[src/rtl/instr_loader.sv]
// Feeder stage for the instruction register: buffers upstream instructions in a small FIFO,
// screens divide/modulo-by-zero, and issues one register write per cycle with pointer management.
module instr_loader #(
  parameter int FIFO_DEPTH  = 4,
  parameter int NUM_ENTRIES = 32,
  parameter bit WRAP_EN     = 1'b1,
  localparam int AW = $clog2(NUM_ENTRIES),
  localparam int CW = $clog2(FIFO_DEPTH) + 1
) (
  input  logic                 clk,
  input  logic                 reset_n,
  input  logic                 in_valid,
  output logic                 in_ready,
  input  logic [3:0]           in_opcode,
  input  logic signed [31:0]   in_operand_a,
  input  logic signed [31:0]   in_operand_b,
  input  logic signed [31:0]   in_operand_c,
  input  logic                 hold,
  input  logic                 flush,
  input  logic                 base_load,
  input  logic [AW-1:0]        base_addr,
  output logic                 load_en,
  output logic [AW-1:0]        write_pointer,
  output logic [3:0]           opcode,
  output logic signed [31:0]   operand_a,
  output logic signed [31:0]   operand_b,
  output logic signed [31:0]   operand_c,
  output logic [CW-1:0]        fifo_count,
  output logic [15:0]          wr_count,
  output logic [7:0]           drop_count,
  output logic                 err_div0,
  output logic                 done
);

  localparam int PW = $clog2(FIFO_DEPTH);

  localparam logic [3:0] OP_ZERO = 4'd0;
  localparam logic [3:0] OP_DIV  = 4'd4;
  localparam logic [3:0] OP_MOD  = 4'd5;

  localparam logic [1:0] ST_IDLE  = 2'd0;
  localparam logic [1:0] ST_ISSUE = 2'd1;
  localparam logic [1:0] ST_DONE  = 2'd2;

  localparam logic [CW-1:0] DEPTH_C = CW'(FIFO_DEPTH);
  localparam logic [AW-1:0] LAST_C  = AW'(NUM_ENTRIES - 1);

  typedef struct packed {
    logic [3:0]         op;
    logic signed [31:0] a;
    logic signed [31:0] b;
    logic signed [31:0] c;
  } entry_t;

  entry_t          fifo_mem [FIFO_DEPTH];
  logic [PW-1:0]   rd_ptr;
  logic [PW-1:0]   wr_ptr;
  logic [1:0]      state;
  logic [1:0]      state_next;

  logic            accept;
  logic            is_div0;
  logic            push;
  logic            drop;
  logic            pop;
  logic            stop_hit;
  entry_t          head;

  // in_ready looks only at the registered count, so a same-cycle pop never frees a slot.
  assign in_ready = reset_n & ~flush & (fifo_count < DEPTH_C);
  assign accept   = in_valid & in_ready;
  assign is_div0  = ((in_opcode == OP_DIV) || (in_opcode == OP_MOD)) && (in_operand_b == '0);
  assign push     = accept & ~is_div0;
  assign drop     = accept & is_div0;
  assign head     = fifo_mem[rd_ptr];

  // Writing the last entry without wrap must not let another pop slip out behind it.
  assign stop_hit = !WRAP_EN && load_en && (write_pointer == LAST_C);

  assign pop = (state == ST_ISSUE) && (fifo_count != '0) &&
               !hold && !flush && !base_load && !stop_hit;

  always_comb begin
    // NOTE: default first so every path assigns state_next and no latch is inferred.
    state_next = state;
    case (state)
      ST_IDLE:  if (fifo_count != '0) state_next = ST_ISSUE;
      ST_ISSUE: if (fifo_count == '0) state_next = ST_IDLE;
      ST_DONE:  state_next = ST_DONE;
      default:  state_next = ST_IDLE;
    endcase

    if (stop_hit) state_next = ST_DONE;

    if (base_load && (state == ST_DONE || stop_hit)) state_next = ST_IDLE;

    if (flush) state_next = (state == ST_ISSUE) ? ST_IDLE : state;
  end

  // NOTE: all sequential state uses non-blocking assignments so every register
  // samples the pre-edge values regardless of statement order.
  always_ff @(posedge clk or negedge reset_n) begin
    if (!reset_n) begin
      state <= ST_IDLE;
      done  <= 1'b0;
    end else begin
      state <= state_next;
      done  <= (state_next == ST_DONE);
    end
  end

  always_ff @(posedge clk or negedge reset_n) begin
    if (!reset_n) begin
      rd_ptr     <= '0;
      wr_ptr     <= '0;
      fifo_count <= '0;
    end else if (flush) begin
      rd_ptr     <= '0;
      wr_ptr     <= '0;
      fifo_count <= '0;
    end else begin
      if (push) wr_ptr <= wr_ptr + 1'b1;
      if (pop)  rd_ptr <= rd_ptr + 1'b1;
      case ({push, pop})
        2'b10:   fifo_count <= fifo_count + 1'b1;
        2'b01:   fifo_count <= fifo_count - 1'b1;
        default: fifo_count <= fifo_count;
      endcase
    end
  end

  // NOTE: the storage array has no reset; occupancy is tracked by the pointers and
  // count, so stale contents are never observed and the array maps to plain RAM.
  always_ff @(posedge clk) begin
    if (push) fifo_mem[wr_ptr] <= '{op: in_opcode, a: in_operand_a,
                                    b: in_operand_b, c: in_operand_c};
  end

  always_ff @(posedge clk or negedge reset_n) begin
    if (!reset_n) begin
      load_en   <= 1'b0;
      opcode    <= OP_ZERO;
      operand_a <= '0;
      operand_b <= '0;
      operand_c <= '0;
    end else begin
      load_en <= pop;
      if (pop) begin
        opcode    <= head.op;
        operand_a <= head.a;
        operand_b <= head.b;
        operand_c <= head.c;
      end
    end
  end

  // Pointer and write count advance at the edge that completes each issued write.
  always_ff @(posedge clk or negedge reset_n) begin
    if (!reset_n) begin
      write_pointer <= '0;
      wr_count      <= '0;
    end else if (!flush) begin
      if (load_en) wr_count <= wr_count + 1'b1;
      if (base_load) begin
        write_pointer <= base_addr;
      end else if (load_en) begin
        if (write_pointer != LAST_C) write_pointer <= write_pointer + 1'b1;
        else if (WRAP_EN)            write_pointer <= '0;
      end
    end
  end

  always_ff @(posedge clk or negedge reset_n) begin
    if (!reset_n) begin
      drop_count <= '0;
      err_div0   <= 1'b0;
    end else if (drop) begin
      if (drop_count != 8'hFF) drop_count <= drop_count + 1'b1;
      err_div0 <= 1'b1;
    end
  end

endmodule

[config.mk]
export PLATFORM = sky130hd
export DESIGN_NAME = instr_loader
export DESIGN_NICKNAME = d
export VERILOG_FILES = /design/src/rtl/instr_loader.sv
export SDC_FILE = /design/constraint.sdc
export NUM_CORES = 1
export LEC_CHECK = 0
export BUFFER_PORTS_ARGS = -buffer_cell sky130_fd_sc_hd__buf_2
export CORE_MARGIN = 3
export CORE_UTILIZATION = 55
export DETAILED_ROUTE_END_ITERATION = 10
export PLACE_DENSITY = 0.75
export SYNTH_ARGS = -nofsm -noshare
export SYNTH_HDL_FRONTEND = slang
export SYNTH_SLANG_ARGS = --single-unit
export TNS_END_PERCENT = 50
[constraint.sdc]
create_clock -name clk -period 5.6 [get_ports clk]
set_input_delay 0.56 -clock clk [delete_from_list [all_inputs] [get_ports clk]]
set_output_delay 0.56 -clock clk [all_outputs]
set_load 0.01 [all_outputs]
# Word-level counts from Yosys, hierarchy flattened
# Memories as Yosys holds them, arrays and structs flattened. A register that Yosys moved wholly into a read port is not among the register bits.
# Index checks and enable logic that the tools add are counted.
[word_totals]
register_bits = 41
mem_bits_rw = 400
input_bits = 111
out_inout_bits = 136
elab_cells = 74
n_memories = 1
[classes]
add_sub_neg = 7
magnitude_cmp = 1
eq_ne = 9
n_mux = 17
bitwise = 7
n_reduce_logical = 22
[memory_table]
columns = ["memory", "depth", "word_bits", "rd", "rd_ports_with_merged_regs", "wr", "line_no", "rtl"]
rows = [
  ["fifo_mem", 4, 100, 1, 1, 1, "55", "entry_t fifo_mem [FIFO_DEPTH];"],
]
[ops]
columns = ["op", "count"]
rows = [
  ["zero test 32 bit", 1],
  ["2-to-1 mux 2 bit", 9],
  ["adder 16 x 1 -> 16 bit (second input constant)", 1],
  ["2-to-1 mux 5 bit", 3],
  ["adder 8 x 1 -> 8 bit (second input constant)", 1],
  ["== test 4 x 3 -> 1 bit (second input constant)", 2],
  ["inequality test 8 bit (second input constant)", 1],
  ["== test 2 bit (second input constant)", 3],
  ["logical AND 1 bit", 6],
  ["case mux 2 bit (3 select lines)", 1],
  ["case mux 3 bit (2 select lines)", 1],
  ["AND reduction 2 bit", 3],
  ["nonzero test 2 bit", 3],
  ["nonzero test 3 bit", 2],
  ["adder 5 x 1 -> 5 bit (second input constant)", 1],
  ["AND 1 bit", 5],
  ["inequality test 5 bit (second input constant)", 1],
  ["adder 2 x 1 -> 2 bit (second input constant)", 2],
  ["== test 2 x 1 -> 1 bit (second input constant)", 2],
  ["zero test 1 bit", 4],
  ["adder 3 x 1 -> 3 bit (second input constant)", 1],
  ["zero test 3 bit", 1],
  ["less-than comparator 3 bit (second input constant)", 1],
  ["2-to-1 mux 3 bit", 1],
  ["5 further kinds", 7],
]

# Depth between registers and ports, before layout
# Gate-level depths: netlist of the first run.
[logic_depth]
ltp_word = 8
mapped_depth = 9
depth_no_buf = 9

# Least setup slack after synthesis of the first run
# Ideal clock, no wire load.
[synth_path]
kind = "input to register"
startpoint = "input in_opcode[2]"
endpoint = "memory fifo_mem[0][0] (netlist name), enable pin"
setup_time_ps = 470
arrival_ps = 3567
required_time_ps = 5130
setup_slack_ps = 1563
cell_stages = 5
n_path_buf = 0
cell_sequence = "nor4b_2 -> nand4_2 -> nor3_1 -> nor2b_1 -> and2_1"
[synth_between]
elab_chain_cells = 7
elab_cells_between_ends = 8
classes_between = "eq/ne (2); mux (2); bitwise (2); reduce/logical (2)"
[synth_lines]
columns = ["element", "line_no", "rtl"]
rows = [
  ["start: declaration", "14", "input logic [3:0] in_opcode,"],
  ["== test 4 x 3 -> 1 bit", "72", "assign is_div0 = ((in_opcode == OP_DIV) || (in_opcode == OP_MOD)) && (in_operand_b == '0);"],
  ["logical OR 1 bit *", "72", ""],
  ["logical AND 1 bit *", "72", ""],
  ["NOT 1 bit *", "73", "assign push = accept & ~is_div0;"],
  ["AND 1 bit *", "73", ""],
  ["2-to-1 mux 1 bit *", "135", "if (push) fifo_mem[wr_ptr] <= '{op: in_opcode, a: in_operand_a,"],
  ["2-to-1 mux 1 bit (not written as such) *", "135", ""],
  ["end: declaration", "55", ""],
]
# Every way passes the cells marked *; elsewhere a longest branch is shown, timed or not.

# Worst setup path in the final report of the first run
[layout_path]
startpoint = "input reset_n"
endpoint = "memory fifo_mem[2][59] (netlist name), enable pin"
[layout_between]
elab_chain_cells = 6
[layout_lines]
columns = ["element", "line_no", "rtl"]
rows = [
  ["start: declaration", "11", "input logic reset_n,"],
  ["AND 1 bit (2 in a row)", "70", "assign in_ready = reset_n & ~flush & (fifo_count < DEPTH_C);"],
  ["AND 1 bit", "71", "assign accept = in_valid & in_ready;"],
  ["AND 1 bit", "73", ""],
  ["2-to-1 mux 1 bit", "135", ""],
  ["2-to-1 mux 1 bit (not written as such)", "135", ""],
]
# No other way between the ends.

==> results of run 1 <==
## cells in the mapped netlist, types with 2 or more instances
master	number
sky130_fd_sc_hd__buf_2	12
sky130_fd_sc_hd__mux2_2	3
sky130_fd_sc_hd__o311ai_0	2
sky130_fd_sc_hd__nand2b_1	2
sky130_fd_sc_hd__nor3_1	6
sky130_fd_sc_hd__nand4_1	8
sky130_fd_sc_hd__nor2b_1	3
sky130_fd_sc_hd__clkbuf_1	31
sky130_fd_sc_hd__nor4_2	3
sky130_fd_sc_hd__nand2_1	313
sky130_fd_sc_hd__xnor2_1	16
sky130_fd_sc_hd__o21ai_0	9
sky130_fd_sc_hd__edfxtp_1	400
sky130_fd_sc_hd__and2_1	6
sky130_fd_sc_hd__dfrtp_1	141
sky130_fd_sc_hd__o31ai_1	2
sky130_fd_sc_hd__and4_1	2
sky130_fd_sc_hd__mux4_2	100
sky130_fd_sc_hd__ha_1	8
sky130_fd_sc_hd__nor2_1	13
sky130_fd_sc_hd__buf_1	5
sky130_fd_sc_hd__o21a_1	2
sky130_fd_sc_hd__and3_1	4
sky130_fd_sc_hd__a21oi_1	2
sky130_fd_sc_hd__nand3_1	15
sky130_fd_sc_hd__xor2_1	8
sky130_fd_sc_hd__nor4_1	4
sky130_fd_sc_hd__inv_1	4
## metal layers
layer / vias to the layer above / GRT usage, % / wire (µm)
li1: 4790 / - / -
met1: 5425 / 30.2 / 17000
met2: 334 / 35.4 / 20600
met3: 62 / 5.00 / 2960
met4: 10 / 5.92 / 806
met5: - / 0 / 58
## where the power goes
part | total, µW | switching [µW] | leakage (µW) | internal (µW)
logic | 410 | 247 | 0.00298 | 162
clock network | 3370 | 1420 | 0.000809 | 1950
registers | 4520 | 70.6 | 0.00554 | 4440
## sequential cells by signal (all words and copies together) (netlist names)
name           cells
fifo_mem         400
operand_a         32
operand_b         32
operand_c         32
wr_count          16
drop_count         8
write_pointer      5
opcode             4
fifo_count         3
rd_ptr             2
state              2
wr_ptr             2
done               1
err_div0           1
load_en            1
## through the flow
stage,cell area (µm²),hold WS (ns)
after CTS,23600,0.0455
final,23600,0.0313
after floorplan,20200,0.264
after global placement,22000,0.452
after global routing,23600,0.0576
after detailed placement,22000,0.457
## area by class of cell
class / instances / area, µm² / area share [%]
clock inverters: 21 / 194 / 0.821
repair buffers: 256 / 1380 / 5.82
inverters: 5 / 21.3 / 0.0900
diodes: 7 / 17.5 / 0.0741
clock buffers: 75 / 1460 / 6.17
well taps: 461 / 577 / 2.44
flip-flops and latches: 541 / 15500 / 65.8
multi-input cells: 546 / 4440 / 18.8
## final timing paths
path | end | slack [ns] | cells after the start
max in group asynchronous | operand_a[5] | 4.14 | 2
hold / removal | operand_b[15] | 0.03 | 1
hold reg to reg | wr_count[15] | 0.46 | 1
setup / recovery | fifo_mem[2][59] | 2.61 | 5
setup reg to reg | fifo_mem[2][59] | 2.75 | 4
min in group clk | fifo_mem[2][21] | 0.20 | 1
## cell families (layout without fill, tap and decap cells)
kind of cell               after synthesis  after routing  synth area share (%)
other                                    0              7                     0
DFF                                    541            541                  77.0
buffers and inverters                   53            357                  1.06
and+or+nand+nor                        386            386                  8.12
AOI/OAI and AO/OA                       22             22                 0.756
muxes                                  105            105                  11.4
xor gates and xnor gates                24             24                  1.04
adders and majority gates                9              9                 0.595
## worst reg2reg max path, cell delays in order, from the launching register on
cell,delay [ns]
sky130_fd_sc_hd__dfrtp_1,0.45
sky130_fd_sc_hd__and4bb_2,0.42
sky130_fd_sc_hd__nor2b_1,0.39
sky130_fd_sc_hd__and2_4,0.79
sky130_fd_sc_hd__buf_12,0.43
==> summary.json, run 1 <==
{
  "clocking": {
    "cts_buffers": 51,
    "cts_resized": 0,
    "insertion_delay_ns": 0.58,
    "cts_setup_buffers": 0,
    "clock-sinks": 541,
    "root_buffer_selected_by_cts": "sky130_fd_sc_hd__clkbuf_16",
    "largest_buffer_count_on_any_clock_path": 3,
    "tritoncts": "built",
    "cts.clk_slew.worst_paths_ns": 0.06,
    "htree_levels": 2,
    "cts-hold-fix-buffers": 0
  },
  "drt": {
    "vias_per_cell": 5.55,
    "detail_route.first_pass.iterations": 5,
    "route.detailed.drc": 0,
    "drt-initial-drc-count": 717,
    "route.detailed.wl_per_inst_um": 21.7,
    "totalWireLength_um": 41400,
    "postRouteAntennaNets": 0,
    "vias": 10600
  },
  "global_routing": {
    "grt_pass1_vias": 11200,
    "antenna_found_initial": 9,
    "globalRouteTotalUtil_pct": 21.7,
    "grt_start_max_net_pins": 83,
    "global_route_wire_length_before_repair_um": 64300,
    "overflow": 0
  },
  "floorplan": {
    "start_util_pct": 56.3,
    "core-area_mm2": 0.0358,
    "floorplan.die_area_mm2": 0.0390,
    "ioPinCount": 247,
    "die_height_um": 198,
    "placementRows": 69,
    "die_width_um": 198
  },
  "final_layout": {
    "nFillCells": 2421,
    "final_core_utilization_pct": 66.0,
    "final_instance_count_excl_fillers": 1912,
    "fin_nets": 1521,
    "drive_above_1_share_pct": 31.0,
    "layout-area-overhead-vs-synth_pct": 17.1,
    "layout.cells.most_common_list": "sky130_fd_sc_hd__edfxtp_1 (400), sky130_fd_sc_hd__nand2_1 (313), sky130_fd_sc_hd__buf_2 (245)",
    "layout_commonest_cell": "sky130_fd_sc_hd__edfxtp_1"
  },
  "logic_synthesis": {
    "synth_area_mm2": 0.0202,
    "cell_accounting_for_the_most_synthesized_area": "sky130_fd_sc_hd__edfxtp_1",
    "netlist.area_leader.share_pct": 59.5,
    "synth_enable_flop_cells": 400,
    "synth_flop_type": "sky130_fd_sc_hd__edfxtp_1",
    "synth_warnings": 0,
    "netlist_instances": 1140,
    "async_reset_ff_share_pct": 26.1,
    "yosys.cell_types.count": 44,
    "syn_nets": 1260,
    "post_synthesis_register_bit_count": 541,
    "sequential_to_total_area_share_from_yosys_stat_pct": 77.0,
    "top_cells_by_area_synth": "sky130_fd_sc_hd__edfxtp_1 (60%), sky130_fd_sc_hd__dfrtp_1 (17%), sky130_fd_sc_hd__mux4_2 (11%)",
    "post_synth.cell_area_avg_um2": 17.7
  },
  "outcome": {
    "outcome": "finished clean"
  },
  "sta": {
    "timing.final.crit_share_pct": 53.3,
    "final_critical_path_setup_slack_ns": 2.61,
    "fmax_mhz": 335,
    "slew_headroom_pct": 33.0,
    "final_max_slew_viol_count": 0,
    "fin_tns_setup_ns": 0,
    "final_period_minus_worst_setup_slack_ns": 2.99,
    "finClkSkew_ns": 0.0242,
    "rsz0062_at_grt": "no",
    "timing_worst_slew_pin_value_ns": 1.01,
    "final-setup-viol-count": 0,
    "timing_hold_violations_final": 0
  },
  "setup_path": {
    "cp_cell_sequence": "buf_6, and4bb_2, nor2b_1, and2_4, buf_12",
    "end_kind": "flip-flop",
    "cp_slowest_cell": "sky130_fd_sc_hd__and2_4",
    "crit_required_ns": 5.84,
    "arrival_time_of_the_worst_setup_path_ns": 3.23,
    "startpoint": "reset_n",
    "crit_buf_inv": 2,
    "critPathLaunchType": "input port",
    "timing.critical_path.fanout_max": 72,
    "path_delay_family": "simple AND/OR/NAND/NOR gates",
    "timing.rr.start": "fifo_count[2]",
    "slowest_delay_ns": 0.79,
    "timing_worst_setup_path_type": "input port to flip-flop"
  },
  "place": {
    "dp_hpwl_um": 23900,
    "globalplace.congestion": 0.760,
    "port_buffers": 246,
    "place_worst_setup_slack_ns": 1.97,
    "dp_cells": 1809
  },
  "pwr": {
    "power_density_mw_per_mm2": 351,
    "post-layout-total-power_uw": 8290,
    "ir_drop_mv": 0.226,
    "leakagePower_uw": 0.00933
  },
  "flow_run": {
    "maxCapViolations": 0
  },
  "worst_hold_path": {
    "holdCritPathClass": "input port to asynchronous set/reset pin"
  }
}
No activity file was read; power rests on OpenSTA's default activity.
==> inputs of run 2 (changes only) <==
Clock period 5.6 ns to 3 ns, I/O delays scaled along.
==> run 2 against run 1 <==
Routed wire length grew 3.5%. Non-clock buffer count grew 114. Clock power is 87% higher. Global-route usage up 0.62 points. First-iteration DRC count fell by 4.5%. Critical endpoint is now fifo_count[1].
==> summary.json, run 2 (same netlist as run 1, synthesis figures left out) <==
{
  "place": {
    "globalplace.congestion": {"value": 0.784, "change": "was 0.760"},
    "dp_cells": {"value": 1821, "change": "was 1809"},
    "placedInstanceArea": {"value": 0.0221, "unit": "mm²", "change": "was 0.0220 mm²"},
    "port_buffers": {"value": 246, "change": "unchanged"},
    "place_worst_setup_slack": {"value": 0.363, "unit": "ns", "change": "was 1.97 ns"},
    "dp_hpwl": {"value": 24900, "unit": "µm", "change": "was 23900 µm"}
  },
  "pwr": {
    "power_density": {"value": 630, "unit": "mW/mm²", "change": "was 351 mW/mm²"},
    "ir_drop": {"value": 0.437, "unit": "mV", "change": "was 0.226 mV"},
    "post-layout-total-power": {"value": 15600, "unit": "µW", "change": "was 8290 µW"},
    "leakagePower": {"value": 0.00984, "unit": "µW", "change": "was 0.00933 µW"}
  },
  "global_routing": {
    "grt_pass1_vias": {"value": 11700, "change": "was 11200"},
    "global_route_wire_length_before_repair": {"value": 67100, "unit": "µm", "change": "was 64300 µm"},
    "grt_start_max_net_pins": {"value": 143, "change": "was 83"},
    "overflow": {"value": 0, "change": "unchanged"},
    "antenna_found_initial": {"value": 5, "change": "was 9"},
    "globalRouteTotalUtil": {"value": 22.3, "unit": "%", "change": "was 21.7%"}
  },
  "clocking": {
    "tritoncts": {"value": "built", "change": "unchanged"},
    "cts_setup_buffers": {"value": 0, "change": "unchanged"},
    "cts_resized": {"value": 0, "change": "unchanged"},
    "htree_levels": {"value": 2, "change": "unchanged"},
    "cts-hold-fix-buffers": {"value": 102, "change": "was 0"},
    "root_buffer_selected_by_cts": {"value": "sky130_fd_sc_hd__clkbuf_16", "change": "unchanged"},
    "cts_buffers": {"value": 51, "change": "unchanged"},
    "insertion_delay": {"value": 0.57, "unit": "ns", "change": "was 0.58 ns"},
    "cts.clk_slew.worst_paths": {"value": 0.06, "unit": "ns", "change": "about the same"},
    "clock-sinks": {"value": 541, "change": "unchanged"},
    "largest_buffer_count_on_any_clock_path": {"value": 3, "change": "unchanged"}
  },
  "setup_path": {
    "critPathLaunchType": {"value": "input port", "change": "unchanged"},
    "reg2reg_setup_slack": {"value": 0.53, "unit": "ns", "change": "was 2.75 ns"},
    "ff2ff_path_depth": {"value": 4, "change": "unchanged"},
    "timing_worst_setup_path_type": {"value": "input port to flip-flop", "change": "unchanged"},
    "timing.critical_path.fanout_max": {"value": 6, "change": "was 72"},
    "timing.rr.start": {"value": "fifo_count[2]", "change": "unchanged"},
    "arrival_time_of_the_worst_setup_path": {"value": 3.10, "unit": "ns", "change": "was 3.23 ns"},
    "reg2reg_to": {"value": "fifo_mem[0][45]", "change": "was fifo_mem[2][59]"},
    "crit_required": {"value": 3.45, "unit": "ns", "change": "was 5.84 ns"},
    "end_kind": {"value": "flip-flop", "change": "unchanged"}
  },
  "sta": {
    "final-setup-viol-count": {"value": 0, "change": "unchanged"},
    "timing_worst_slew_pin_value": {"value": 0.902, "unit": "ns", "change": "was 1.01 ns"},
    "timing.final.crit_share_pct": 88.2,
    "slew_headroom": {"value": 39.8, "unit": "%", "change": "was 33.0%"},
    "final_period_minus_worst_setup_slack_ns": 2.65,
    "timing_hold_violations_final": {"value": 0, "change": "unchanged"},
    "fin_tns_setup": {"value": 0, "unit": "ns", "change": "unchanged"},
    "rsz0062_at_grt": {"value": "no", "change": "unchanged"},
    "finClkSkew": {"value": 0.0151, "unit": "ns", "change": "was 0.0242 ns"},
    "final_max_slew_viol_count": {"value": 0, "change": "unchanged"},
    "fmax_mhz": 378,
    "final_critical_path_setup_slack": {"value": 0.353, "unit": "ns", "change": "was 2.61 ns"}
  },
  "final_layout": {
    "largest_reg_flops": {"value": 400, "change": "unchanged"},
    "layout_commonest_cell": {"value": "sky130_fd_sc_hd__edfxtp_1", "change": "unchanged"},
    "final_instance_count_excl_fillers": {"value": 2020, "change": "was 1912"},
    "finalInstanceArea": {"value": 0.0248, "unit": "mm²", "change": "was 0.0236 mm²"},
    "fin_nets": {"value": 1635, "change": "was 1521"},
    "layout.cells.most_common_list": {"value": "sky130_fd_sc_hd__edfxtp_1 (400), sky130_fd_sc_hd__nand2_1 (313), sky130_fd_sc_hd__buf_2 (245)", "change": "unchanged"},
    "layout-area-overhead-vs-synth": {"value": 23.0, "unit": "%", "change": "was 17.1%"},
    "top_register": {"value": "fifo_mem", "change": "unchanged"},
    "drive_above_1_share": {"value": 29.5, "unit": "%", "change": "was 31.0%"},
    "nFillCells": {"value": 2223, "change": "was 2421"}
  },
  "drt": {
    "detail_route.first_pass.iterations": {"value": 5, "change": "unchanged"},
    "route.detailed.drc": {"value": 0, "change": "unchanged"},
    "totalWireLength": {"value": 42800, "unit": "µm", "change": "was 41400 µm"},
    "vias": {"value": 11200, "change": "was 10600"},
    "route.detailed.wl_per_inst": {"value": 21.2, "unit": "µm", "change": "was 21.7 µm"},
    "drt-initial-drc-count": {"value": 685, "change": "was 717"},
    "postRouteAntennaNets": {"value": 0, "change": "unchanged"},
    "vias_per_cell": {"value": 5.56, "change": "was 5.55"}
  },
  "floorplan": {
    "die_width": {"value": 198, "unit": "µm", "change": "unchanged"},
    "core-area": {"value": 0.0358, "unit": "mm²", "change": "unchanged"},
    "placementRows": {"value": 69, "change": "unchanged"},
    "start_util": {"value": 56.3, "unit": "%", "change": "unchanged"},
    "ioPinCount": {"value": 247, "change": "unchanged"},
    "floorplan.die_area": {"value": 0.0390, "unit": "mm²", "change": "unchanged"},
    "die_height": {"value": 198, "unit": "µm", "change": "unchanged"}
  },
  "outcome": {
    "outcome": {"value": "finished clean", "change": "unchanged"}
  },
  "worst_hold_path": {
    "min-delay-start": "base_addr[2]",
    "worstHoldEndpoint": "write_pointer[2]",
    "hold_path_depth": 3,
    "holdCritPathClass": {"value": "input port to flip-flop", "change": "was input port to asynchronous set/reset pin"}
  },
  "flow_run": {
    "maxCapViolations": {"value": 0, "change": "unchanged"}
  }
}
## run 2: changes by cell type in the layout (fill, tap and decap cells not counted)
cell / before / now
sky130_fd_sc_hd__buf_12: 5 / 12
sky130_fd_sc_hd__buf_4: 5 / 10
sky130_fd_sc_hd__bufinv_16: 3 / 4
sky130_fd_sc_hd__clkbuf_1: 17 / 16
sky130_fd_sc_hd__clkbuf_16: 53 / 52
sky130_fd_sc_hd__clkinv_2: 10 / 7
sky130_fd_sc_hd__clkinv_8: 0 / 1
sky130_fd_sc_hd__clkinvlp_4: 2 / 4
sky130_fd_sc_hd__diode_2: 7 / 2
sky130_fd_sc_hd__dlygate4sd3_1: 0 / 102
sky130_fd_sc_hd__inv_16: 1 / 0
sky130_fd_sc_hd__inv_6: 0 / 1
## run 2: layout make-up
type                    count  area [µm²]  share of cell area (%)
inverters                   5        21.3                  0.0857
flip-flops and latches    541       15500                    62.6
clock buffers              73        1430                    5.76
repair buffers            370        2570                    10.4
clock inverters            22         229                   0.922
well taps                 461         577                    2.32
diodes                      2        5.00                  0.0202
multi-input cells         546        4440                    17.9
## run 2: through the flow
| step | hold WS (ns) | utilization [%] |
|---|---|---|
| CTS | 0.00507 | 69.3 |
| finish | 0.0394 | 69.3 |
| detailed placement | 0.446 | 61.8 |
| floorplan | 0.00441 | - |
| global placement | 0.441 | 61.8 |
| global route | 0.0461 | 69.3 |
## run 2: worst max-delay path by stage
stage / to / from / slack [ns]
6_report: fifo_count[1] / in_opcode[1] / 0.35
5_1_grt: fifo_count[2] / in_operand_b[11] / 0.23
4_1_cts: fifo_count[1] / in_operand_b[11] / 0.39
3_5_place_dp: fifo_count[1] / in_operand_b[27] / 0.36
3_3_place_gp: fifo_mem[0][82] / in_operand_b[27] / 0.46
2_1_floorplan: fifo_mem[0][0] / fifo_count[2] / -0.92
## run 2: layer usage
metal / GRT usage, % / wire length, µm / up-vias
li1: - / - / 5012
met1: 31.7 / 18100 / 5775
met2: 36.4 / 21200 / 376
met3: 4.06 / 2630 / 69
met4: 6.37 / 954 / 6
met5: 0 / 35 / -
## run 2: worst max-delay path, cell delays in order
cell and delay [ns]:
sky130_fd_sc_hd__dlygate4sd3_1 0.57, sky130_fd_sc_hd__buf_2 0.16, sky130_fd_sc_hd__nor4b_2 0.41, sky130_fd_sc_hd__nand4_2 0.30, sky130_fd_sc_hd__nor3_1 0.33, sky130_fd_sc_hd__nor2b_1 0.19
sky130_fd_sc_hd__nor2_1 0.17, sky130_fd_sc_hd__fa_1 0.44, sky130_fd_sc_hd__a22o_1 0.21
## run 2: where the power goes
group,total (µW),switching (µW),leakage [µW],internal (µW)
combinational,897,499,0.00350,398
sequential,8430,130,0.00554,8300
clock,6310,2640,0.000799,3670
total,15600,3270,0.00984,12400
==> inputs of run 3 (changes only) <==
Settings changed: MAX_ROUTING_LAYER set to met4.
==> run 3 against run 2 <==
Fmax is 0.21% lower. Final area about the same. Routed wire length grew 0.12%. Count of clock-buffer cells in the layout unchanged. Utilization about the same. Global-route usage increased by 0.73 points. Sequential share of layout area about the same. Critical path depth unchanged. Critical endpoint unchanged. Largest power group unchanged.
==> summary.json, run 3 (same netlist as run 1, synthesis figures left out) <==
{
  "drt": {
    "postRouteAntennaNets": {"value": 0, "change": "unchanged"},
    "vias": {"value": 11200, "change": "about the same"},
    "route.detailed.drc": {"value": 0, "change": "unchanged"},
    "drt-initial-drc-count": {"value": 713, "change": "was 685"},
    "vias_per_cell": {"value": 5.53, "change": "was 5.56"},
    "detail_route.first_pass.iterations": {"value": 5, "change": "unchanged"},
    "route.detailed.wl_per_inst": {"value": 21.2, "unit": "µm", "change": "about the same"},
    "totalWireLength": {"value": 42900, "unit": "µm", "change": "was 42800 µm"}
  },
  "final_layout": {
    "top_register": {"value": "fifo_mem", "change": "unchanged"},
    "nFillCells": {"value": 2221, "change": "was 2223"},
    "final_instance_count_excl_fillers": {"value": 2025, "change": "was 2020"},
    "drive_above_1_share": {"value": 29.5, "unit": "%", "change": "unchanged"},
    "layout.cells.most_common_list": {"value": "sky130_fd_sc_hd__edfxtp_1 (400), sky130_fd_sc_hd__nand2_1 (313), sky130_fd_sc_hd__buf_2 (245)", "change": "unchanged"},
    "fin_nets": {"value": 1635, "change": "unchanged"},
    "finalInstanceArea": {"value": 0.0248, "unit": "mm²", "change": "about the same"},
    "final_core_utilization": {"value": 69.3, "unit": "%", "change": "about the same"},
    "layout_commonest_cell": {"value": "sky130_fd_sc_hd__edfxtp_1", "change": "unchanged"},
    "largest_reg_flops": {"value": 400, "change": "unchanged"},
    "layout-area-overhead-vs-synth": {"value": 23.1, "unit": "%", "change": "was 23.0%"}
  },
  "outcome": {
    "outcome": {"value": "finished clean", "change": "unchanged"}
  },
  "global_routing": {
    "grt_pass1_vias": {"value": 11700, "change": "about the same"},
    "grt_start_max_net_pins": {"value": 143, "change": "unchanged"},
    "overflow": {"value": 0, "change": "unchanged"},
    "antenna_found_initial": {"value": 7, "change": "was 5"},
    "globalRouteTotalUtil": {"value": 23.0, "unit": "%", "change": "was 22.3%"},
    "global_route_wire_length_before_repair": {"value": 67100, "unit": "µm", "change": "about the same"}
  },
  "clocking": {
    "cts_resized": {"value": 0, "change": "unchanged"},
    "cts_setup_buffers": {"value": 0, "change": "unchanged"},
    "largest_buffer_count_on_any_clock_path": {"value": 3, "change": "unchanged"},
    "insertion_delay": {"value": 0.57, "unit": "ns", "change": "about the same"},
    "cts.clk_slew.worst_paths": {"value": 0.06, "unit": "ns", "change": "about the same"},
    "clock-sinks": {"value": 541, "change": "unchanged"},
    "cts_buffers": {"value": 51, "change": "unchanged"},
    "htree_levels": {"value": 2, "change": "unchanged"},
    "cts-hold-fix-buffers": {"value": 102, "change": "unchanged"},
    "tritoncts": {"value": "built", "change": "unchanged"},
    "root_buffer_selected_by_cts": {"value": "sky130_fd_sc_hd__clkbuf_16", "change": "unchanged"}
  },
  "sta": {
    "final-setup-viol-count": {"value": 0, "change": "unchanged"},
    "slew_headroom": {"value": 39.4, "unit": "%", "change": "was 39.8%"},
    "timing_hold_violations_final": {"value": 0, "change": "unchanged"},
    "final_max_slew_viol_count": {"value": 0, "change": "unchanged"},
    "finClkSkew": {"value": 0.0131, "unit": "ns", "change": "was 0.0151 ns"},
    "final_period_minus_worst_setup_slack": {"value": 2.65, "unit": "ns", "change": "about the same"},
    "timing.final.crit_share": {"value": 88.4, "unit": "%", "change": "was 88.2%"},
    "timing_worst_slew_pin_value": {"value": 0.908, "unit": "ns", "change": "was 0.902 ns"},
    "hold_ws": {"value": 0.0401, "unit": "ns", "change": "was 0.0394 ns"},
    "fmax": {"value": 377, "unit": "MHz", "change": "was 378 MHz"},
    "rsz0062_at_grt": {"value": "no", "change": "unchanged"}
  },
  "setup_path": {
    "end_kind": {"value": "flip-flop", "change": "unchanged"},
    "timing_worst_setup_path_type": {"value": "input port to flip-flop", "change": "unchanged"},
    "arrival_time_of_the_worst_setup_path": {"value": 3.10, "unit": "ns", "change": "about the same"},
    "timing.critical_path.fanout_max": {"value": 6, "change": "unchanged"},
    "critPathLaunchType": {"value": "input port", "change": "unchanged"},
    "crit_required": {"value": 3.45, "unit": "ns", "change": "about the same"}
  },
  "floorplan": {
    "floorplan.die_area": {"value": 0.0390, "unit": "mm²", "change": "unchanged"},
    "start_util": {"value": 56.3, "unit": "%", "change": "unchanged"},
    "placementRows": {"value": 69, "change": "unchanged"},
    "die_height": {"value": 198, "unit": "µm", "change": "unchanged"},
    "core-area": {"value": 0.0358, "unit": "mm²", "change": "unchanged"},
    "ioPinCount": {"value": 247, "change": "unchanged"},
    "die_width": {"value": 198, "unit": "µm", "change": "unchanged"}
  },
  "place": {
    "dp_cells": {"value": 1821, "change": "unchanged"},
    "port_buffers": {"value": 246, "change": "unchanged"},
    "globalplace.congestion": {"value": 0.795, "change": "was 0.784"},
    "placedInstanceArea": {"value": 0.0221, "unit": "mm²", "change": "unchanged"},
    "dp_hpwl": {"value": 24900, "unit": "µm", "change": "unchanged"}
  },
  "pwr": {
    "power_density": {"value": 630, "unit": "mW/mm²", "change": "about the same"},
    "ir_drop": {"value": 0.438, "unit": "mV", "change": "was 0.437 mV"},
    "leakagePower": {"value": 0.00984, "unit": "µW", "change": "about the same"}
  },
  "worst_hold_path": {
    "holdCritPathClass": {"value": "input port to flip-flop", "change": "unchanged"}
  },
  "flow_run": {
    "maxCapViolations": {"value": 0, "change": "unchanged"}
  }
}
-- run 3: power breakdown --
part           leakage [µW]  total [µW]  internal [µW]  switching, µW
sequential          0.00554        8430           8300            129
clock              0.000799        6310           3670           2640
combinational       0.00350         896            398            498
-- run 3: worst paths after layout --
check	slack (ns)	end	startpoint	cells past startpoint
worst max-delay path	0.35	fifo_count[1]	in_opcode[1]	9
worst max register to register	0.54	fifo_mem[0][34]	fifo_count[2]	4
max in group asynchronous	1.84	rd_ptr[0]	reset_n	3
min in group asynchronous	0.42	operand_b[14]	reset_n	3
worst min-delay path	0.04	write_pointer[2]	base_addr[2]	3
worst min register to register	0.46	err_div0	err_div0	1
-- run 3: critical path, cell delays in order --
cell and delay, ns:
sky130_fd_sc_hd__dlygate4sd3_1 0.57, sky130_fd_sc_hd__buf_2 0.16, sky130_fd_sc_hd__nor4b_2 0.42, sky130_fd_sc_hd__nand4_2 0.31
sky130_fd_sc_hd__nor3_1 0.33, sky130_fd_sc_hd__nor2b_1 0.19, sky130_fd_sc_hd__nor2_1 0.17, sky130_fd_sc_hd__fa_1 0.44
sky130_fd_sc_hd__a22o_1 0.21
-- run 3: layout make-up --
| type | count | area (µm²) | area share, % |
|---|---|---|---|
| Antenna cell | 7 | 17.5 | 0.0705 |
| Clock buffer | 73 | 1430 | 5.76 |
| Clock inverter | 22 | 229 | 0.922 |
| Inverter | 5 | 21.3 | 0.0857 |
| Multi-Input combinational cell | 546 | 4440 | 17.9 |
| Sequential cell | 541 | 15500 | 62.6 |
| Tap cell | 461 | 577 | 2.32 |
| Timing Repair Buffer | 370 | 2570 | 10.4 |
-- run 3: layer usage --
metal  GRT usage, %  part of all wire (%)
met1           31.8                    42
met2           36.5                    49
met3           3.92                   6.2
met4           6.37                   2.2
met5              -                     0
-- run 3: stage by stage --
stage / TNS (ns) / power [µW] / setup WS, ns
2_1_floorplan: -184.77 / 8890 / -0.924
3_3_place_gp: 0 / 9330 / 0.463
3_5_place_dp: 0 / 9360 / 0.363
4_1_cts: 0 / 15800 / 0.391
5_1_grt: 0 / 16200 / 0.226
6_report: 0 / 15600 / 0.347
